`src/rtl/mem_berger_scrub.sv`:
```
// mem_berger_scrub: single-port register-file memory protected by a Berger
// zero-count code, with a registered read port, a background scrubber and a
// saturating error counter. It detects errors only and never corrects them.
module mem_berger_scrub #(
  parameter int DATA_W = 8,
  parameter int ADDR_W = 4,
  parameter int CNT_W  = 8
) (
  input  logic                                    clk,
  input  logic                                    rst,
  input  logic                                    wr_en,
  input  logic                                    rd_en,
  input  logic [ADDR_W-1:0]                       addr,
  input  logic [DATA_W-1:0]                       data_in,
  input  logic [DATA_W+$clog2(DATA_W+1)-1:0]      inj_mask,
  input  logic                                    scrub_en,
  output logic [DATA_W-1:0]                       data_out,
  output logic                                    rd_valid,
  output logic                                    rd_err,
  output logic                                    scrub_err,
  output logic [ADDR_W-1:0]                       scrub_err_addr,
  output logic                                    scrub_busy,
  output logic [CNT_W-1:0]                        err_count
);
  localparam int CHK_W  = $clog2(DATA_W+1);
  localparam int WORD_W = DATA_W + CHK_W;
  localparam int DEPTH  = 2**ADDR_W;

  typedef enum logic {S_IDLE = 1'b0, S_SCAN = 1'b1} state_t;

  // Berger check: number of zero bits in the data field.
  function automatic logic [CHK_W-1:0] zeros(input logic [DATA_W-1:0] d);
    logic [CHK_W-1:0] n;
    n = '0;
    for (int i = 0; i < DATA_W; i++) n = n + CHK_W'(!d[i]);
    return n;
  endfunction

  logic [WORD_W-1:0] mem_q [DEPTH];
  state_t            state_q;
  logic [ADDR_W-1:0] ptr_q, err_addr_q;
  logic [DATA_W-1:0] data_out_q, data_out_d;
  logic              rd_valid_q, rd_err_q, rd_err_d, scrub_err_q;
  logic [CNT_W-1:0]  err_count_q, err_count_d;

  logic [WORD_W-1:0] rd_word, sc_word;
  logic              rd_bad, sc_bad, scrub_go, scrub_hit;
  logic [CNT_W:0]    cnt_sum;

  // Storage: reset loads {chk=DATA_W, data=0}, a valid codeword; writes
  // store the encoded word with the optional fault mask applied.
  always_ff @(posedge clk) begin
    if (rst) begin
      for (int i = 0; i < DEPTH; i++) mem_q[i] <= {CHK_W'(DATA_W), DATA_W'(0)};
    end else if (wr_en) begin
      mem_q[addr] <= {zeros(data_in), data_in} ^ inj_mask;
    end
  end

  // Code checks for the host port and the scrub pointer, plus next-state
  // values for the read port and the error counter.
  always_comb begin
    rd_word    = mem_q[addr];
    sc_word    = mem_q[ptr_q];
    rd_bad     = zeros(rd_word[DATA_W-1:0]) != rd_word[WORD_W-1:DATA_W];
    sc_bad     = zeros(sc_word[DATA_W-1:0]) != sc_word[WORD_W-1:DATA_W];
    // Host access owns the cycle; the scrubber only advances on idle cycles.
    scrub_go   = (state_q == S_SCAN) && scrub_en && !wr_en && !rd_en;
    scrub_hit  = scrub_go && sc_bad;
    data_out_d = rd_en ? rd_word[DATA_W-1:0] : data_out_q;
    rd_err_d   = rd_en && rd_bad;
    // One extra bit catches overflow when both sources fire at the top of the range.
    cnt_sum    = {1'b0, err_count_q} + (CNT_W+1)'(rd_err_d) + (CNT_W+1)'(scrub_hit);
    err_count_d = cnt_sum[CNT_W] ? {CNT_W{1'b1}} : cnt_sum[CNT_W-1:0];
  end

  // Registered read port and the saturating error counter.
  always_ff @(posedge clk) begin
    if (rst) begin
      data_out_q  <= '0;
      rd_valid_q  <= 1'b0;
      rd_err_q    <= 1'b0;
      err_count_q <= '0;
    end else begin
      data_out_q  <= data_out_d;
      rd_valid_q  <= rd_en;
      rd_err_q    <= rd_err_d;
      err_count_q <= err_count_d;
    end
  end

  // Scrub FSM: walks the pointer across all words while enabled and idle.
  always_ff @(posedge clk) begin
    if (rst) begin
      state_q     <= S_IDLE;
      ptr_q       <= '0;
      err_addr_q  <= '0;
      scrub_err_q <= 1'b0;
    end else begin
      scrub_err_q <= 1'b0;
      case (state_q)
        S_IDLE: if (scrub_en) state_q <= S_SCAN;
        S_SCAN: begin
          if (!scrub_en) begin
            state_q <= S_IDLE;
          end else if (scrub_go) begin
            ptr_q <= ptr_q + 1'b1;
            if (scrub_hit) begin
              scrub_err_q <= 1'b1;
              err_addr_q  <= ptr_q;
            end
          end
        end
        default: state_q <= S_IDLE;
      endcase
    end
  end

  assign data_out       = data_out_q;
  assign rd_valid       = rd_valid_q;
  assign rd_err         = rd_err_q;
  assign scrub_err      = scrub_err_q;
  assign scrub_err_addr = err_addr_q;
  assign scrub_busy     = (state_q == S_SCAN);
  assign err_count      = err_count_q;

endmodule

```
`config.mk`:
```
export PLATFORM = sky130hd
export DESIGN_NAME = mem_berger_scrub
export DESIGN_NICKNAME = d
export VERILOG_FILES = /design/src/rtl/mem_berger_scrub.sv
export SDC_FILE = /design/constraint.sdc
export NUM_CORES = 1
export LEC_CHECK = 0
export ABC_AREA = 1
export CELL_PAD_IN_SITES_DETAIL_PLACEMENT = 0
export CELL_PAD_IN_SITES_GLOBAL_PLACEMENT = 1
export CORE_MARGIN = 1
export CORE_UTILIZATION = 38
export CTS_BUF_LIST = sky130_fd_sc_hd__clkbuf_2 sky130_fd_sc_hd__clkbuf_4 sky130_fd_sc_hd__clkbuf_8
export DETAILED_ROUTE_END_ITERATION = 10
export PLACE_DENSITY_LB_ADDON = 0.1
export SYNTH_ARGS = -nofsm -noshare
export SYNTH_HDL_FRONTEND = slang
export SYNTH_SLANG_ARGS = --single-unit
```
`constraint.sdc`:
```
create_clock -name clk -period 7.6 [get_ports clk]
set_input_delay 0.76 -clock clk [delete_from_list [all_inputs] [get_ports clk]]
set_output_delay 0.76 -clock clk [all_outputs]
set_load 0.05 [all_outputs]
```
==> results of run 1 <==
==> synthesized netlist by cell type (2+ instances only) <==
master / count
nor4_2: 3
xor2_1: 4
buf_1: 3
inv_1: 83
o221ai_1: 20
fa_1: 13
nand4_1: 6
buf_6: 6
xnor2_1: 14
a221oi_1: 2
edfxtp_1: 192
o211ai_1: 9
o21ai_1: 2
buf_2: 26
ha_1: 11
nor2_1: 293
o21bai_1: 5
nor3_1: 5
a21oi_1: 38
nand3_1: 71
inv_2: 4
o22a_1: 5
o21ai_0: 91
a22oi_1: 40
dfxtp_1: 32
o22ai_1: 54
buf_4: 3
clkbuf_1: 53
nand2_1: 190
==> logic make-up (layout without fill, tap and decap cells) <==
kind of cell | count (synthesis) | in the layout | share of synthesized area
and+or+nand+nor | 574 | 574 | 0.1981
AOI/OAI and AO/OA | 271 | 271 | 0.1429
DFF | 224 | 224 | 0.5460
buffers and inverters | 180 | 240 | 0.06558
adders and majority gates | 24 | 24 | 0.03391
xor gates and xnor gates | 18 | 18 | 0.01344
==> critical path: cells and delay by family <==
family / cells / cell delay [ns]
adders and majority gates: 7 / 2.66
buffers and inverters: 9 / 1.64
and+or+nand+nor: 11 / 1.10
AOI/OAI and AO/OA: 5 / 0.76
xor gates and xnor gates: 1 / 0.20
==> path summary, 6_finish.rpt <==
kind / start / end / cells past startpoint
setup / recovery: addr[0] / err_count[5] / 33
hold / removal: scrub_err_addr[2] / scrub_err_addr[2] / 2
setup reg to reg: flop / err_count[5] / 34
hold reg to reg: scrub_err_addr[2] / scrub_err_addr[2] / 2
==> metrics by stage <==
step	util	std cells	hold WS, ns
CTS	0.4428	1741	0.4874
global route	0.4428	1741	0.5197
finish	0.4428	1741	0.4833
floorplan	-	1291	0.4673
global placement	0.4178	1672	0.4611
detailed placement	0.4178	1672	0.4731
==> power groups by stage <==
stage	Combinational (mW)	Sequential, mW	Clock [mW]
2_1_floorplan	0.362	1.49	0
4_1_cts	0.609	1.45	1.12
3_5_place_dp	0.607	1.48	0
5_1_grt	0.670	1.46	1.17
6_report	0.609	1.45	1.10
3_3_place_gp	0.606	1.48	0
==> metal layers <==
metal | vias to the layer above | routed length [microns] | GRT usage
met5 | - | 0 | 0
met4 | 0 | 850 | 0.06766
met3 | 60 | 3293 | 0.03706
met2 | 500 | 19540 | 0.4382
met1 | 4827 | 18010 | 0.3740
li1 | 4533 | - | -
==> registers in the layout, summed over array words and instances (netlist names), named ones only <==
register        flops
data_out            8
err_count           8
mem_q             192
ptr_q               4
rd_err              1
rd_valid            1
scrub_busy          1
scrub_err           1
scrub_err_addr      4
==> layout make-up <==
cell class                 instances  area [sq um]
clock buffer                      53         648.1
clock inverter                    16         101.3
fill                            2894         16730
inverter                          89         339.1
multi-input combinational        887          4564
sequential                       224          6411
tap                              390         488.0
timing repair buffer              82         745.7
==> results.sh, run 1 <==
export IMPL_max_cap_violations=0
export IMPL_worst_pin_slew_ns=1.110
export IMPL_cts_hold_buffers=0
export IMPL_rows=63
export IMPL_cts_h_tree_depth=2
export IMPL_die_width_microns=177.7
export IMPL_synth_area_top_cells="edfxtp_1 (49%), nor2_1 (9.4%), nand2_1 (6.1%)"
export IMPL_seq_power_share=0.459
export IMPL_clock_fmax_mhz=150.3
export IMPL_drive_above_1_share=0.07920
export IMPL_insertion_delay_ns=0.55
export IMPL_swShare=0.3077
export IMPL_dpl_hpwl_mm=27.94
export IMPL_synth_lib_cells_used_distinct=42
export IMPL_skew_ns=0.01375
export IMPL_fin_crit_ns=6.654
export IMPL_synth_top_cell_area_share=0.4914
export IMPL_cp_slowest_cell="clkdlybuf4s50_1"
export IMPL_netlist_area_sq_um=11730
export IMPL_worst_slew_margin_rel=0.2562
export IMPL_sequential_cell_area_fraction_in_the_yosys_report=0.5460
export IMPL_worst_ep_arrival_time_ns=7.14
export IMPL_grt_setup_unrepaired="no"
export IMPL_post_cts_repair_setup_buffers=0
export IMPL_ant_nets=0
export IMPL_final_hold_violation_count=0
export IMPL_initial_antenna_violation_count=0
export IMPL_remaining_drc_errors=0
export IMPL_grt_first_pass_wirelength_mm=60.95
export IMPL_criticalPathCategory="in -> reg"
export IMPL_cell_internal_pwr_mw=2.194
export IMPL_yosys_most_used_dff="edfxtp_1"
export IMPL_grt_max_degree=57
export IMPL_port_buffers=52
export IMPL_final_setup_worst_slack_ns=0.9457
export IMPL_ys_ff_latch=224
export IMPL_worstHoldPathType="reg -> reg"
export IMPL_placedInstanceArea_sq_um=12550
export IMPL_root_buffer="clkbuf_8"
export IMPL_vias_per_cell=5.698
export IMPL_globalplace_congestion=0.9131
export IMPL_crit_path_start_kind="input pin"
export IMPL_tritoncts="yes"
export IMPL_via_count=9920
export IMPL_crit_path_max_incr_delay_ns=0.56
export IMPL_dp_worst_setup_slack_ns=0.4200
export IMPL_synth_top_cell_by_area="edfxtp_1"
export IMPL_coreArea_sq_um=30030
export IMPL_rrSetupSlack_ns=1.28
export IMPL_fp_dieArea_sq_um=31580
export IMPL_async_reset_ff_frac=0
export IMPL_die_h_microns=177.7
export IMPL_antenna_cells=0
export IMPL_vias_in_the_first_global_route=9254
export IMPL_outcome="completed"
export IMPL_postRouteWirelength_mm=41.70
export IMPL_switchingPower_mw=0.9750
export IMPL_finalSetupTns_ns=0
export IMPL_final_common_cell="nor2_1"
export IMPL_drv_slew=0
export IMPL_worst_path_max_fanout=20
export IMPL_p_leak_nw=5.024
export IMPL_max_vdd_ir_drop_mv=0.1530
export IMPL_critical_path_required_ns=8.08
export IMPL_finish_instance_area_sq_um=13300
export IMPL_grt_usage=0.2683
export IMPL_cts_max_path_buffers=3
export IMPL_ys_warn_count=0
export IMPL_syn_nets=1344
export IMPL_floorplan_initialDensity=0.3907
export IMPL_clk_pin_slew_worst_paths_ns=0.06
export IMPL_postSynthAreaPerCell_sq_um=9.088
export IMPL_end_kind="flop"
export IMPL_tritoncts_num_buffers=39
export IMPL_number_of_flops_mapped_to_enable_cells_by_yosys=192
export IMPL_flow_area_growth_from_synthesis_pct=13.34
export IMPL_resized_gates_after_cts=0
export IMPL_power_density_nw_per_um2=238.3
export IMPL_synth_cells=1291
export IMPL_grt_remaining_overflow=0
export IMPL_final_period_utilization=0.8756
export IMPL_tritoncts_num_sinks=224
export IMPL_clockPowerShare=0.349
export IMPL_fin_total_pwr_mw=3.169
export IMPL_detail_route_wl_per_cell_microns=23.95
export IMPL_setup_viol=0
export IMPL_nets=1376
export IMPL_design_portCount=53
export IMPL_drt_first_pass_iters=5
export IMPL_initialDrtViolationCount=1284
export IMPL_comb_power_share=0.192
export IMPL_most_common_layout_cells="nor2_1 (293), edfxtp_1 (192), nand2_1 (190)"
Note: power is estimated with default switching activity, not from simulation.
==> run 2, diff against run 1 <==
Settings changed: CTS_CLUSTER_SIZE set to 8, SETUP_SLACK_MARGIN set to 0.02.
==> results.sh, run 2 (synthesized netlist as in run 1, its figures left out) <==
export IMPL_outcome="completed"
export IMPL_grt_first_pass_wirelength_mm=60.95
export IMPL_globalplace_congestion=0.9131
export IMPL_setup_viol=0
export IMPL_tritoncts_num_sinks=224
export IMPL_nets=1376
export IMPL_vias_per_cell=5.705
export IMPL_ant_nets=0
export IMPL_design_portCount=53
export IMPL_final_common_cell="nor2_1"
export IMPL_resized_gates_after_cts=0
export IMPL_skew_ns=0.01476
export IMPL_post_cts_repair_setup_buffers=0
export IMPL_worst_pin_slew_ns=1.115
export IMPL_rrSetupSlack_ns=1.27
export IMPL_placedInstanceArea_sq_um=12550
export IMPL_dpl_hpwl_mm=27.94
export IMPL_tritoncts_num_buffers=39
export IMPL_power_density_nw_per_um2=238.4
export IMPL_grt_remaining_overflow=0
export IMPL_fp_dieArea_sq_um=31580
export IMPL_criticalPathCategory="in -> reg"
export IMPL_fin_total_pwr_mw=3.170
export IMPL_final_period_utilization=0.8766
export IMPL_largest_reg_flops=192
export IMPL_drv_slew=0
export IMPL_initialDrtViolationCount=1291
export IMPL_grt_setup_unrepaired="no"
export IMPL_multiInputGateArea_sq_um=4564
export IMPL_hold_path_endpoint="scrub_err_addr[2]"
export IMPL_rr_worst_depth=34
export IMPL_final_fill_count=2894
export IMPL_hold_start="scrub_err_addr[2]"
export IMPL_rows=63
export IMPL_crit_path_start_kind="input pin"
export IMPL_critical_r2r_capture="err_count[5]"
export IMPL_coreArea_sq_um=30030
export IMPL_finish_instance_area_sq_um=13300
export IMPL_floorplan_initialDensity=0.3907
export IMPL_hold_ws_ns=0.4822
export IMPL_largest_register="mem_q"
export IMPL_final_hold_violation_count=0
export IMPL_crit_path_start="addr[0]"
export IMPL_grt_max_degree=57
export IMPL_drive_above_1_share=0.07920
export IMPL_fin_crit_ns=6.662
export IMPL_crit_path_max_incr_delay_ns=0.57
export IMPL_cp_slowest_cell="clkdlybuf4s50_1"
export IMPL_initial_antenna_violation_count=0
export IMPL_cts_hold_buffers=0
export IMPL_critical_path_required_ns=8.09
export IMPL_remaining_drc_errors=0
export IMPL_detail_route_wl_per_cell_microns=23.98
export IMPL_drt_first_pass_iters=6
export IMPL_finalSetupTns_ns=0
export IMPL_regArea_sq_um=6411
export IMPL_worst_path_max_fanout=20
export IMPL_worstHoldPathType="reg -> reg"
export IMPL_postRouteWirelength_mm=41.76
export IMPL_p_leak_nw=5.024
export IMPL_port_buffers=52
export IMPL_flow_area_growth_from_synthesis_pct=13.34
export IMPL_end_kind="flop"
export IMPL_die_h_microns=177.7
export IMPL_max_cap_violations=0
export IMPL_timing_hold_worst_path_depth=2
export IMPL_die_width_microns=177.7
export IMPL_via_count=9933
export IMPL_max_vdd_ir_drop_mv=0.1517
export IMPL_final_cell_count_no_fill=1741
export IMPL_antenna_cells=0
export IMPL_insertion_delay_ns=0.55
export IMPL_cts_h_tree_depth=2
export IMPL_cts_max_path_buffers=3
export IMPL_root_buffer="clkbuf_8"
export IMPL_grt_usage=0.2683
export IMPL_worst_slew_margin_rel=0.2528
export IMPL_most_common_layout_cells="nor2_1 (293), edfxtp_1 (192), nand2_1 (190)"
export IMPL_worst_ep_arrival_time_ns=7.15
export IMPL_post_place_cells=1672
export IMPL_tritoncts="yes"
export IMPL_vias_in_the_first_global_route=9254
export IMPL_clk_pin_slew_worst_paths_ns=0.06
export IMPL_clock_fmax_mhz=150.1
==> run 2: cell counts in the layout (fill, tap and decap cells not counted) <==
Identical to the previous run, type by type.
==> run 2: worst max-delay path, delay by kind of cell <==
family                     cells  cell delay [ns]
AOI/OAI and AO/OA              5             0.77
xor gates and xnor gates       1             0.20
adders and majority gates      7             2.67
buffers and inverters          9             1.64
and+or+nand+nor               11             1.11
==> run 2: per-stage QoR <==
step | worst slack (ns) | utilization
finish | 0.9381 | 0.4428
global route | 0.3716 | 0.4428
CTS | 0.9896 | 0.4428
detailed placement | 0.4200 | 0.4178
global placement | 0.5403 | 0.4178
floorplan | 1.783 | -
==> run 2: worst max path at each step <==
stage          slack, ns      endpoint  cells past startpoint
2_1_floorplan       1.78  err_count[5]                     31
3_5_place_dp        0.42  err_count[5]                     33
5_1_grt             0.37  err_count[5]                     33
4_1_cts             0.99  err_count[5]                     33
3_3_place_gp        0.54  err_count[5]                     33
6_report            0.94  err_count[5]                     33
==> run 2: layer usage <==
metal	routed length (microns)	track usage	share of wire
met1	18080	0.3740	0.43
met2	19400	0.4382	0.46
met3	3419	0.03706	0.082
met4	863	0.06766	0.021
met5	0	0	0
==> run 2: final cells by class <==
class | instances | area share
clock buffer | 53 | 0.04874
clock inverter | 16 | 0.007621
inverter | 89 | 0.02550
multi-input combinational | 887 | 0.3432
sequential | 224 | 0.4821
tap | 390 | 0.03670
timing repair buffer | 82 | 0.05608
==> run 2: where the power goes <==
| part | internal [mW] | total, mW | switching [mW] | leakage (nW) |
|---|---|---|---|---|
| logic | 0.198 | 0.609 | 0.411 | 2.52 |
| registers | 1.41 | 1.45 | 0.0472 | 2.10 |
| clock network | 0.588 | 1.11 | 0.517 | 0.398 |
| total | 2.19 | 3.17 | 0.976 | 5.02 |
==> run 3, diff against run 2 <==
Settings changed: PLACE_DENSITY set to 0.76, PLACE_DENSITY_LB_ADDON 0.1 to not set.
==> results.sh, run 3 (synthesized netlist as in run 1, its figures left out) <==
export IMPL_antenna_cells=0
export IMPL_largest_register="mem_q"
export IMPL_critPathTopFamily="adder cells"
export IMPL_final_cell_count_no_fill=1745
export IMPL_path_depth=32
export IMPL_cts_h_tree_depth=2
export IMPL_worstSetupEndpoint="err_count[5]"
export IMPL_initial_antenna_violation_count=0
export IMPL_worstHoldPathType="reg -> reg"
export IMPL_worst_ep_arrival_time_ns=7.02
export IMPL_worst_slew_margin_rel=0.2284
export IMPL_drive_above_1_share=0.08192
export IMPL_grt_first_pass_wirelength_mm=59.17
export IMPL_max_cap_violations=0
export IMPL_cts_max_path_buffers=3
export IMPL_post_route_util=0.4439
export IMPL_end_kind="flop"
export IMPL_switchingPower_mw=0.9671
export IMPL_cell_internal_pwr_mw=2.198
export IMPL_via_count=10122
export IMPL_critical_path_buf_inv_count=8
export IMPL_cts_hold_buffers=0
export IMPL_postRouteWirelength_mm=39.59
export IMPL_power_density_nw_per_um2=237.4
export IMPL_timing_hold_worst_path_depth=2
export IMPL_die_h_microns=177.7
export IMPL_post_cts_repair_setup_buffers=0
export IMPL_hold_start="scrub_err_addr[2]"
export IMPL_fin_crit_ns=6.532
export IMPL_final_period_utilization=0.8595
export IMPL_initialDrtViolationCount=1368
export IMPL_grt_setup_unrepaired="no"
export IMPL_clock_fmax_mhz=153.1
export IMPL_most_common_layout_cells="nor2_1 (293), edfxtp_1 (192), nand2_1 (190)"
export IMPL_critical_r2r_capture="err_count[5]"
export IMPL_tritoncts_num_sinks=224
export IMPL_rr_worst_depth=35
export IMPL_comb_power_share=0.193
export IMPL_root_buffer="clkbuf_8"
export IMPL_skew_ns=0.01983
export IMPL_vias_per_cell=5.801
export IMPL_rows=63
export IMPL_outcome="completed"
export IMPL_seq_power_share=0.459
export IMPL_insertion_delay_ns=0.55
export IMPL_final_hold_violation_count=0
export IMPL_setup_viol=0
export IMPL_drt_first_pass_iters=5
export IMPL_tritoncts="yes"
export IMPL_crit_path_start_kind="input pin"
export IMPL_resized_gates_after_cts=0
export IMPL_remaining_drc_errors=0
export IMPL_swShare=0.3055
export IMPL_finalSetupTns_ns=0
export IMPL_floorplan_initialDensity=0.3907
export IMPL_crit_path_start="addr[1]"
export IMPL_rrSetupSlack_ns=1.09
export IMPL_detail_route_wl_per_cell_microns=22.69
export IMPL_drv_slew=0
export IMPL_tritoncts_num_buffers=40
export IMPL_grt_usage=0.2549
export IMPL_post_place_cells=1675
export IMPL_cp_slowest_cell="fa_1"
export IMPL_criticalPathCategory="in -> reg"
export IMPL_clk_pin_slew_worst_paths_ns=0.06
export IMPL_crit_path_max_incr_delay_ns=0.55
export IMPL_design_portCount=53
export IMPL_worst_path_max_fanout=20
export IMPL_worst_pin_slew_ns=1.156
export IMPL_globalplace_congestion=0.9048
export IMPL_port_buffers=52
export IMPL_die_width_microns=177.7
export IMPL_dpl_hpwl_mm=25.98
export IMPL_vias_in_the_first_global_route=9718
export IMPL_p_leak_nw=5.045
export IMPL_nets=1380
export IMPL_ant_nets=0
export IMPL_flow_area_growth_from_synthesis_pct=13.64
export IMPL_grt_max_degree=53
export IMPL_max_vdd_ir_drop_mv=0.1679
export IMPL_grt_remaining_overflow=0
export IMPL_clockPowerShare=0.348
export IMPL_final_common_cell="nor2_1"
export IMPL_largest_reg_flops=192
export IMPL_fp_dieArea_sq_um=31580
export IMPL_critical_path_required_ns=8.09
export IMPL_coreArea_sq_um=30030
run 3: layout make-up:
class	count	area, sq um
Timing Repair Buffer	85	780.7
Clock buffer	57	696.9
Sequential cell	224	6407
Clock inverter	13	63.81
Inverter	89	339.1
Multi-Input combinational cell	887	4557
Tap cell	390	488.0
Fill cell	2898	16700
run 3: per-layer routing:
metal	track usage	wire [microns]	share of wire	vias up
li1	-	-	-	4547
met1	0.3498	15980	0.40	4861
met2	0.4090	18400	0.46	619
met3	0.03042	3956	0.10	95
met4	0.1029	1255	0.032	0
met5	0	0	0	-
run 3: power by group through the flow:
| stage | combinational (mW) | sequential, mW | clock, mW |
|---|---|---|---|
| 2_1_floorplan | 0.362 | 1.49 | 0 |
| 3_3_place_gp | 0.593 | 1.48 | 0 |
| 3_5_place_dp | 0.604 | 1.48 | 0 |
| 4_1_cts | 0.606 | 1.45 | 1.12 |
| 5_1_grt | 0.673 | 1.46 | 1.17 |
| 6_report | 0.612 | 1.45 | 1.10 |
run 3: tightest hold or removal path: cells and delay by family (launching register included):
family          cells  cell delay [ns]
flops               1             0.33
simple gates        1             0.08
compound gates      1             0.04
run 3: through the flow:
stage | total power, mW | instance area [sq um] | hold slack, ns | setup WS, ns
5_1_grt | 3.301 | 13330 | 0.5294 | 0.5639
6_report | 3.165 | 13330 | 0.4818 | 1.068
4_1_cts | 3.173 | 13330 | 0.4969 | 1.133
3_3_place_gp | 2.070 | 12570 | 0.4619 | 0.6887
3_5_place_dp | 2.080 | 12570 | 0.4802 | 0.5270
2_1_floorplan | 1.849 | 11730 | 0.4673 | 1.783
run 3: worst min path at each step:
stage,endpoint
floorplan,flop
global placement,scrub_err_addr[2]
detailed placement,scrub_err_addr[2]
CTS,scrub_err_addr[2]
global route,scrub_err_addr[2]
finish,scrub_err_addr[2]
